<file path="src/rtl/bitstream_reader.sv">
// bitstream_reader
//   Splits a stream of MSB-first DATA_W-bit words into variable-length fields
//   of 0..MAX_LEN bits. Bits are held in a 2*DATA_W-bit left-aligned buffer,
//   with the oldest bit in the top position.
//
//   Ports
//     clk_i   : clock; all state updates on the rising edge
//     rst_ni  : asynchronous active-low reset
//     clr_i   : synchronous clear; discards buffered bits and blocks handshakes
//     data_i  : incoming word; bit DATA_W-1 is the oldest bit
//     vld_i   : data_i valid
//     rdy_o   : a word can be accepted this cycle
//     len_i   : number of bits requested by the consumer (0..MAX_LEN)
//     dout_o  : requested field, right-aligned, upper bits zero
//     vld_o   : dout_o holds len_i valid bits
//     rdy_i   : consumer takes the field this cycle
`timescale 1ns/1ps
module bitstream_reader #(
  parameter int DATA_W  = 32,
  parameter int MAX_LEN = 32,
  parameter int LEN_W   = $clog2(MAX_LEN + 1)
) (
  input  logic               clk_i,
  input  logic               rst_ni,
  input  logic               clr_i,
  input  logic [DATA_W-1:0]  data_i,
  input  logic               vld_i,
  output logic               rdy_o,
  input  logic [LEN_W-1:0]   len_i,
  output logic [MAX_LEN-1:0] dout_o,
  output logic               vld_o,
  input  logic               rdy_i
);

  localparam int BUF_W  = 2 * DATA_W;
  localparam int FILL_W = $clog2(BUF_W + 1);

  logic [BUF_W-1:0]   r_buf;
  logic [FILL_W-1:0]  r_fill;

  logic [FILL_W-1:0]  w_len;
  logic [MAX_LEN-1:0] w_top;
  logic [LEN_W:0]     w_rsh;
  logic               w_pop;
  logic               w_push;
  logic [BUF_W-1:0]   w_buf_kept;
  logic [FILL_W-1:0]  w_fill_kept;
  logic [BUF_W-1:0]   w_buf_nxt;
  logic [FILL_W-1:0]  w_fill_nxt;

  assign w_len = FILL_W'(len_i);

  // A word is only accepted when it is guaranteed to fit, even with no pop.
  assign rdy_o = (r_fill <= FILL_W'(DATA_W)) && !clr_i;
  assign vld_o = (r_fill >= w_len) && !clr_i;

  // Oldest MAX_LEN bits, then right-align the requested len_i of them.
  // len_i = 0 shifts by the full width, which yields zero.
  assign w_top  = r_buf[BUF_W-1 -: MAX_LEN];
  assign w_rsh  = (LEN_W + 1)'(MAX_LEN) - (LEN_W + 1)'(len_i);
  assign dout_o = w_top >> w_rsh;

  assign w_pop  = vld_o && rdy_i;
  assign w_push = vld_i && rdy_o;

  always_comb begin
    w_buf_kept  = r_buf;
    w_fill_kept = r_fill;
    if (w_pop) begin
      w_buf_kept  = r_buf << w_len;
      w_fill_kept = r_fill - w_len;
    end
    w_buf_nxt  = w_buf_kept;
    w_fill_nxt = w_fill_kept;
    // Bits below the fill level are always zero, so the new word can be
    // OR-ed in directly beneath whatever survives a same-cycle pop.
    if (w_push) begin
      w_buf_nxt  = w_buf_kept | ({data_i, {DATA_W{1'b0}}} >> w_fill_kept);
      w_fill_nxt = w_fill_kept + FILL_W'(DATA_W);
    end
  end

  always_ff @(posedge clk_i or negedge rst_ni) begin
    if (!rst_ni) begin
      r_buf  <= '0;
      r_fill <= '0;
    end else if (clr_i) begin
      r_buf  <= '0;
      r_fill <= '0;
    end else begin
      r_buf  <= w_buf_nxt;
      r_fill <= w_fill_nxt;
    end
  end

endmodule

</file>
<file path="config.mk">
export PLATFORM = sky130hd
export DESIGN_NAME = bitstream_reader
export DESIGN_NICKNAME = d
export VERILOG_FILES = /design/src/rtl/bitstream_reader.sv
export SDC_FILE = /design/constraint.sdc
export NUM_CORES = 1
export LEC_CHECK = 0
export BUFFER_PORTS_ARGS = -buffer_cell sky130_fd_sc_hd__buf_2
export CORE_MARGIN = 2
export CORE_UTILIZATION = 45
export DETAILED_ROUTE_END_ITERATION = 8
export PLACE_DENSITY_LB_ADDON = 0.15
export SLEW_MARGIN = 10
export SYNTH_ARGS = -nofsm -noshare
export SYNTH_HDL_FRONTEND = slang
export SYNTH_SLANG_ARGS = --single-unit
</file>
<file path="constraint.sdc">
create_clock -name clk_i -period 5.35 [get_ports clk_i]
set_clock_uncertainty 0.1 [all_clocks]
set_input_delay 0.2675 -clock clk_i [delete_from_list [all_inputs] [get_ports clk_i]]
set_output_delay 0.2675 -clock clk_i [all_outputs]
set_load 0.01 [all_outputs]
</file>
==> impl_metrics.env, run 1 <==
export IMPL_status="completed"
export IMPL_clkSlewWorstSetupHoldPaths_ns=0.06
export IMPL_core_area_mm2=0.02446
export IMPL_final_max_slew_viol_count=0
export IMPL_drive_gt1_frac=0.1689
export IMPL_critPathMaxStageDelay_ns=0.90
export IMPL_start_util=0.4620
export IMPL_finalCriticalPeriod_ns=4.562
export IMPL_hold_class="input pin to flip-flop"
export IMPL_io_pins=77
export IMPL_clock_sinks=71
export IMPL_syn_nets=1561
export IMPL_ctsResizeCount=0
export IMPL_grt_pass1_wl_um=74040
export IMPL_synth_edff_count=0
export IMPL_cts_hold_buffers_added=1
export IMPL_drc_errors=0
export IMPL_synth_cells=1510
export IMPL_arrival_ns=4.19
export IMPL_yosys_warnings=0
export IMPL_tightest_slew_ns=1.127
export IMPL_fin_hold_ws_ns=0.1630
export IMPL_worstPathCellList="buf_2 -> buf_4 -> nor2_1 -> nand2_1 -> o21ai_2 -> o211ai_1 -> mux2i_1 -> o21ai_0 -> or2_2 -> o31a_1 -> nor2_1 -> buf_2"
export IMPL_setup_worst_path_class="input pin to primary output"
export IMPL_yosys_register_bits=71
export IMPL_end_kind="primary output"
export IMPL_wl_per_cell_um=26.66
export IMPL_synth_main_ff_cell="dfrtp_1"
export IMPL_num_rows=57
export IMPL_fin_tns_setup_ns=0
export IMPL_cts_tree="yes"
export IMPL_postCtsSetupBuffers=0
export IMPL_syn_area_mm2=0.01130
export IMPL_synth_top_cell_area_share=0.1572
export IMPL_async_flop_share=1.000
export IMPL_min_period_over_period=0.8527
export IMPL_ys_seq_area_frac=0.1572
export IMPL_gr_total_overflow=0
export IMPL_grt_antenna_before_repair=1
export IMPL_setup_viol=0
export IMPL_crit_path_start_kind="input pin"
export IMPL_synth_area_leaders="dfrtp_1 (16%), mux4_2 (14%), mux2i_1 (12%), nand2_1 (8.5%), nor2_1 (6.3%)"
export IMPL_clk_root_buffer_cell="clkbuf_16"
export IMPL_postSynthAreaPerCell_um2=7.484
export IMPL_rsz0062_at_grt="false"
export IMPL_final_nets=1556
export IMPL_ir_drop_mv=0.1746
export IMPL_clkLatencyLatePin_ns=0.35
export IMPL_cpMaxStageDelayCell="nor2_1"
export IMPL_wirelength_um=48930
export IMPL_powerDensity_mw_per_mm2=229.7
export IMPL_grt_pass1_vias=11950
export IMPL_dp_hpwl_um=37400
export IMPL_htreeDepth=3
export IMPL_max_freq_ghz=0.2192
export IMPL_mostFrequentLayoutCells="nand2_1 (257), nor2_1 (189), mux2i_1 (128), a21oi_1 (125), o21ai_0 (96)"
export IMPL_hold_viol=0
export IMPL_drtPass1Iterations=5
export IMPL_synth_cell_types=76
export IMPL_drtAntennaViolNets=0
export IMPL_cts_buffers=9
export IMPL_gp_congestion=1.005
export IMPL_drt_first_iter_violations=1897
export IMPL_grt_max_degree=74
export IMPL_port_buffers=76
export IMPL_p_leak_nw=5.174
export IMPL_max_cap_violations=0
export IMPL_critPathMaxFanout=72
export IMPL_timing_slew_headroom=0.2436
export IMPL_grt_usage=0.3660
export IMPL_clock_path_buffers=2
export IMPL_synth_top_area_cell="dfrtp_1"
export IMPL_area_growth_pct=7.473
export IMPL_critPathRequiredTime_ns=4.98
export IMPL_viasPerCell=7.011
export IMPL_vias=12870
export IMPL_fp_dieArea_mm2=0.02640
export IMPL_final_common_cell="nand2_1"
export IMPL_die_height_um=162.5
export IMPL_dieWidth_um=162.5
## flip-flops by register name, indices dropped and copies added, names as in the netlist
signal,cells
r_buf,64
r_fill,7
## power breakdown
| group | internal, mW | switching [mW] |
|---|---|---|
| clock | 0.323 | 0.282 |
| combinational | 0.542 | 0.896 |
| sequential | 0.596 | 0.150 |
| total | 1.46 | 1.33 |
## area by class of cell
type,count,area [um^2]
repair buffers,117,699.4
inverters,11,41.29
flip-flops and latches,71,1777
well taps,324,405.4
multi-input cells,1295,8934
clock buffers,9,225.2
fillers,2514,12320
diodes,1,2.502
clock inverters,7,61.31
## kinds of logic (layout without fill, tap and decap cells)
family                     count (synthesis)  after routing  share of synthesized area
and+or+nand+nor                          564            564                     0.2074
AOI/OAI and AO/OA                        484            484                     0.2789
muxes                                    229            229                     0.2841
buffers and inverters                    144            144                    0.05514
DFF                                       71             71                     0.1572
xor gates and xnor gates                  10             10                   0.007751
adders and majority gates                  8              8                   0.009521
other                                      0              1                          0
## layer usage
layer	vias up	part of all wire	GRT usage
met3	131	0.099	0.06646
met4	0	0.049	0.1557
met2	837	0.44	0.5735
met5	-	0	0
li1	5691	-	-
met1	6206	0.41	0.4979
## critical path: cells and delay by family
kind / cells / cell delay, ns
AO/OA/AOI/OAI: 4 / 1.40
multiplexers: 1 / 0.30
AND/OR/NAND/NOR: 4 / 1.59
buffers and inverters: 3 / 0.60
## through the flow
stage | worst slack (ns) | instance area, um^2 | cells | total power [mW] | util
2_1_floorplan | 1.173 | 11300 | 1510 | 1.659 | -
3_3_place_gp | 0.8624 | 11850 | 1817 | 2.139 | 0.4843
3_5_place_dp | 0.9081 | 11850 | 1817 | 2.136 | 0.4843
4_1_cts | 0.8947 | 12140 | 1834 | 2.736 | 0.4964
5_1_grt | 0.4066 | 12140 | 1834 | 2.912 | 0.4964
6_report | 0.7882 | 12150 | 1835 | 2.790 | 0.4965
## final timing paths
kind | slack (ns) | end | startpoint | cells after the start
max in group asynchronous | 3.99 | r_fill[6]$_DFF_PN0_ | rst_ni | 2
worst min register to register | 0.56 | r_buf[1]$_DFF_PN0_ | r_buf[1]$_DFF_PN0_ | 2
worst min-delay path | 0.16 | r_fill[5]$_DFF_PN0_ | vld_i | 3
worst max register to register | 0.98 | r_buf[5]$_DFF_PN0_ | r_fill[5]$_DFF_PN0_ | 12
worst max-delay path | 0.79 | dout_o[4] | len_i[3] | 12
min in group asynchronous | 0.49 | r_buf[1]$_DFF_PN0_ | rst_ni | 2
## cells in the mapped netlist (6+ instances only)
master and n:
nand2_1 257, nor2_1 189, mux2i_1 130, a21oi_1 125, o21ai_0 97, clkbuf_1 88, dfrtp_1 71, mux4_2 68
nand3_1 37, o22ai_1 36, a22oi_1 30, a211oi_1 27, a31oi_1 24, mux2_2 24, o211ai_1 24, nor3_1 23
buf_2 21, buf_1 16, o221ai_1 14, and2_1 12, a21o_1 11, a221oi_1 11, nand2b_1 10, a311oi_1 9
inv_1 9, xnor2_1 8, a32oi_1 7, and3_1 7, ha_1 7, nor2b_1 7, a22o_1 6, o31ai_1 6
o32ai_1 6
(Power assumes the default switching activity.)
==> inputs of run 2 (changes only) <==
- ABC_AREA: not set -> 1
==> impl_metrics.env, run 2 <==
export IMPL_synth_main_ff_cell="dfrtp_1"
export IMPL_powerDensity_mw_per_mm2=246.7
export IMPL_io_pins=77
export IMPL_crit_path_start_kind="flip-flop"
export IMPL_gp_congestion=1.094
export IMPL_postCtsSetupBuffers=0
export IMPL_final_area_mm2=0.01164
export IMPL_clock_path_buffers=2
export IMPL_synth_area_leaders="nand2_1 (18%), nand3_1 (18%), dfrtp_1 (16%), o21ai_0 (10%), nor2_1 (5.0%)"
export IMPL_ff_latch_area_mm2=0.001777
export IMPL_cpMaxStageDelayCell="inv_1"
export IMPL_area_growth_pct=5.717
export IMPL_drive_gt1_frac=0.08762
export IMPL_htreeDepth=3
export IMPL_finalPower_mw=2.871
export IMPL_syn_area_mm2=0.01101
export IMPL_switchingPower_mw=1.448
export IMPL_rsz0062_at_grt="false"
export IMPL_timing_slew_headroom=0.1997
export IMPL_clkLatencyLatePin_ns=0.34
export IMPL_drt_first_iter_violations=1707
export IMPL_ys_seq_area_frac=0.1614
export IMPL_critPathMaxFanout=45
export IMPL_wl_per_cell_um=20.43
export IMPL_cts_buffers=9
export IMPL_synth_common_cells="nand2_1 (540), nand3_1 (390), o21ai_0 (224)"
export IMPL_grt_pass1_vias=12660
export IMPL_power_internal_mw=1.423
export IMPL_comb_power_share=0.547
export IMPL_gr_total_overflow=0
export IMPL_p_sw_frac=0.5044
export IMPL_fin_tns_setup_ns=0
export IMPL_dieWidth_um=160.4
export IMPL_layout_cells_non_filler=2288
export IMPL_finalCriticalPeriod_ns=3.982
export IMPL_fin_hold_ws_ns=0.06481
export IMPL_clockPowerShare=0.211
export IMPL_core_area_mm2=0.02418
export IMPL_drtAntennaViolNets=0
export IMPL_yosys_register_bits=71
export IMPL_crit_path_frequent_cell="nand2_1"
export IMPL_pwr_share_seq=0.242
export IMPL_placed_area_mm2=0.01134
export IMPL_async_flop_share=1.000
export IMPL_syn_nets=2050
export IMPL_drc_errors=0
export IMPL_yosys_warnings=0
export IMPL_fp_dieArea_mm2=0.02573
export IMPL_synth_cells=1999
export IMPL_synth_edff_count=0
export IMPL_cp_num_cells=15
export IMPL_num_rows=57
export IMPL_cts_tree="yes"
export IMPL_clock_sinks=71
export IMPL_worstPathCellList="ha_1 -> or2_2 -> nand3_1 -> nand3_2 -> nand3_4 -> buf_4 -> nand2_1 -> nand2_1 -> nand2_1 -> buf_4 -> inv_2 -> nand2_2 -> inv_1 -> nand4_1 -> a21oi_1"
export IMPL_die_height_um=160.4
export IMPL_multi_input_area_mm2=0.008109
export IMPL_max_freq_ghz=0.2512
export IMPL_max_cap_violations=0
export IMPL_final_nets=2009
export IMPL_critPathRequiredTime_ns=5.50
export IMPL_setup_ws_ns=1.368
export IMPL_place_ws_ns=1.264
export IMPL_r2r_slack_ns=1.37
export IMPL_r2r_end="r_buf[50]$_DFF_PN0_"
export IMPL_synth_top_cell_area_share=0.1841
export IMPL_hold_class="input pin to async pin"
export IMPL_clk_root_buffer_cell="clkbuf_16"
export IMPL_cp_num_buf_inv=4
export IMPL_clkSlewWorstSetupHoldPaths_ns=0.06
export IMPL_wirelength_um=46750
export IMPL_worstRegToRegCells=15
export IMPL_fill_cells=2724
export IMPL_mostFrequentLayoutCells="nand2_1 (540), nand3_1 (390), o21ai_0 (224), nor2_1 (147), a21oi_1 (103)"
export IMPL_port_buffers=76
export IMPL_largest_register_ffs=64
export IMPL_ir_drop_mv=0.1604
export IMPL_start_util=0.4553
export IMPL_largestRegisters="r_buf x64, r_fill x7"
export IMPL_postSynthAreaPerCell_um2=5.507
export IMPL_synth_top_area_cell="nand2_1"
export IMPL_yosysMostFrequentCell="nand2_1"
export IMPL_tightest_slew_ns=1.197
export IMPL_grt_max_degree=72
export IMPL_arrival_ns=4.13
export IMPL_final_max_slew_viol_count=0
export IMPL_critical_path_top_delay_family="buffers and inverters"
export IMPL_grt_usage=0.3534
export IMPL_vias=14270
export IMPL_fin_util=0.4813
export IMPL_min_period_over_period=0.7442
export IMPL_setup_viol=0
export IMPL_setup_worst_path_class="flip-flop to flip-flop"
export IMPL_grt_pass1_wl_um=71960
export IMPL_synth_cell_types=52
export IMPL_grt_antenna_before_repair=1
export IMPL_drtPass1Iterations=6
export IMPL_hold_viol=0
export IMPL_viasPerCell=6.236
export IMPL_r2r_start="r_fill[2]$_DFF_PN0_"
export IMPL_cts_hold_buffers_added=0
export IMPL_final_common_cell="nand2_1"
export IMPL_ctsResizeCount=0
export IMPL_placedCellCount=2271
export IMPL_status="completed"
export IMPL_critPathMaxStageDelay_ns=0.67
export IMPL_end_kind="flip-flop"
export IMPL_top_register="r_buf"
export IMPL_dp_hpwl_um=36430
export IMPL_p_leak_nw=5.303
-- run 2: changes by cell type in the layout (fill, tap and decap cells not counted), moves of 21 or more --
| cell | previous run | this run |
|---|---|---|
| o22ai_1 | 36 | 15 |
| mux2_2 | 24 | 0 |
| nand2_1 | 257 | 540 |
| mux4_2 | 68 | 0 |
| inv_1 | 8 | 101 |
| mux2i_1 | 128 | 38 |
| nand3_1 | 37 | 390 |
| nand4_1 | 2 | 24 |
| o21ai_0 | 96 | 224 |
| a21oi_1 | 125 | 103 |
| nor2_1 | 189 | 147 |
| a211oi_1 | 27 | 3 |
-- run 2: cells by family after synthesis --
| logic type | Yosys count | synth area share |
|---|---|---|
| adder cells (fa/ha/maj) | 8 | 0.009775 |
| XOR/XNOR | 6 | 0.004774 |
| buffers and inverters | 276 | 0.1033 |
| multiplexers | 38 | 0.03455 |
| AND/OR/NAND/NOR | 1165 | 0.4621 |
| flip-flops | 71 | 0.1614 |
| AO/OA/AOI/OAI | 435 | 0.2240 |
-- run 2: worst max-delay path by stage --
stage	from	end
2_1_floorplan	len_i[2]	r_buf[4]$_DFF_PN0_
3_3_place_gp	len_i[2]	r_buf[57]$_DFF_PN0_
3_5_place_dp	len_i[2]	r_buf[50]$_DFF_PN0_
4_1_cts	len_i[0]	dout_o[0]
5_1_grt	r_fill[2]$_DFF_PN0_	r_buf[50]$_DFF_PN0_
6_report	r_fill[2]$_DFF_PN0_	r_buf[50]$_DFF_PN0_
-- run 2: worst register-to-register path, cell delays in order (launching register included) --
cell and delay, ns:
dfrtp_1 0.41, ha_1 0.33, or2_2 0.30, nand3_1 0.12
nand3_2 0.13, nand3_4 0.14, buf_4 0.47, nand2_1 0.10
nand2_1 0.12, nand2_1 0.07, buf_4 0.20, inv_2 0.07
nand2_2 0.07, inv_1 0.67, nand4_1 0.36, a21oi_1 0.24
-- run 2: routing by layer --
metal	GRT usage	routed length [um]
met1	0.4661	18850
met2	0.5549	20830
met3	0.04855	4027
met4	0.2039	3044
met5	0	0
-- run 2: power by group through the flow --
stage,logic (mW),clock network [mW],registers (mW)
after floorplan,1.12,0,0.642
after global placement,1.52,0,0.697
after detailed placement,1.52,0,0.695
after CTS,1.53,0.612,0.685
after global routing,1.73,0.635,0.695
final,1.57,0.604,0.695
-- run 2: final cells by class --
class,instances,share of cell area
Multi-Input combinational cell,1652,0.6968
Sequential cell,71,0.1527
Timing Repair Buffer,105,0.05139
Inverter,119,0.03838
Tap cell,324,0.03484
Clock buffer,9,0.01935
Clock inverter,7,0.006343
Antenna cell,1,0.0002150
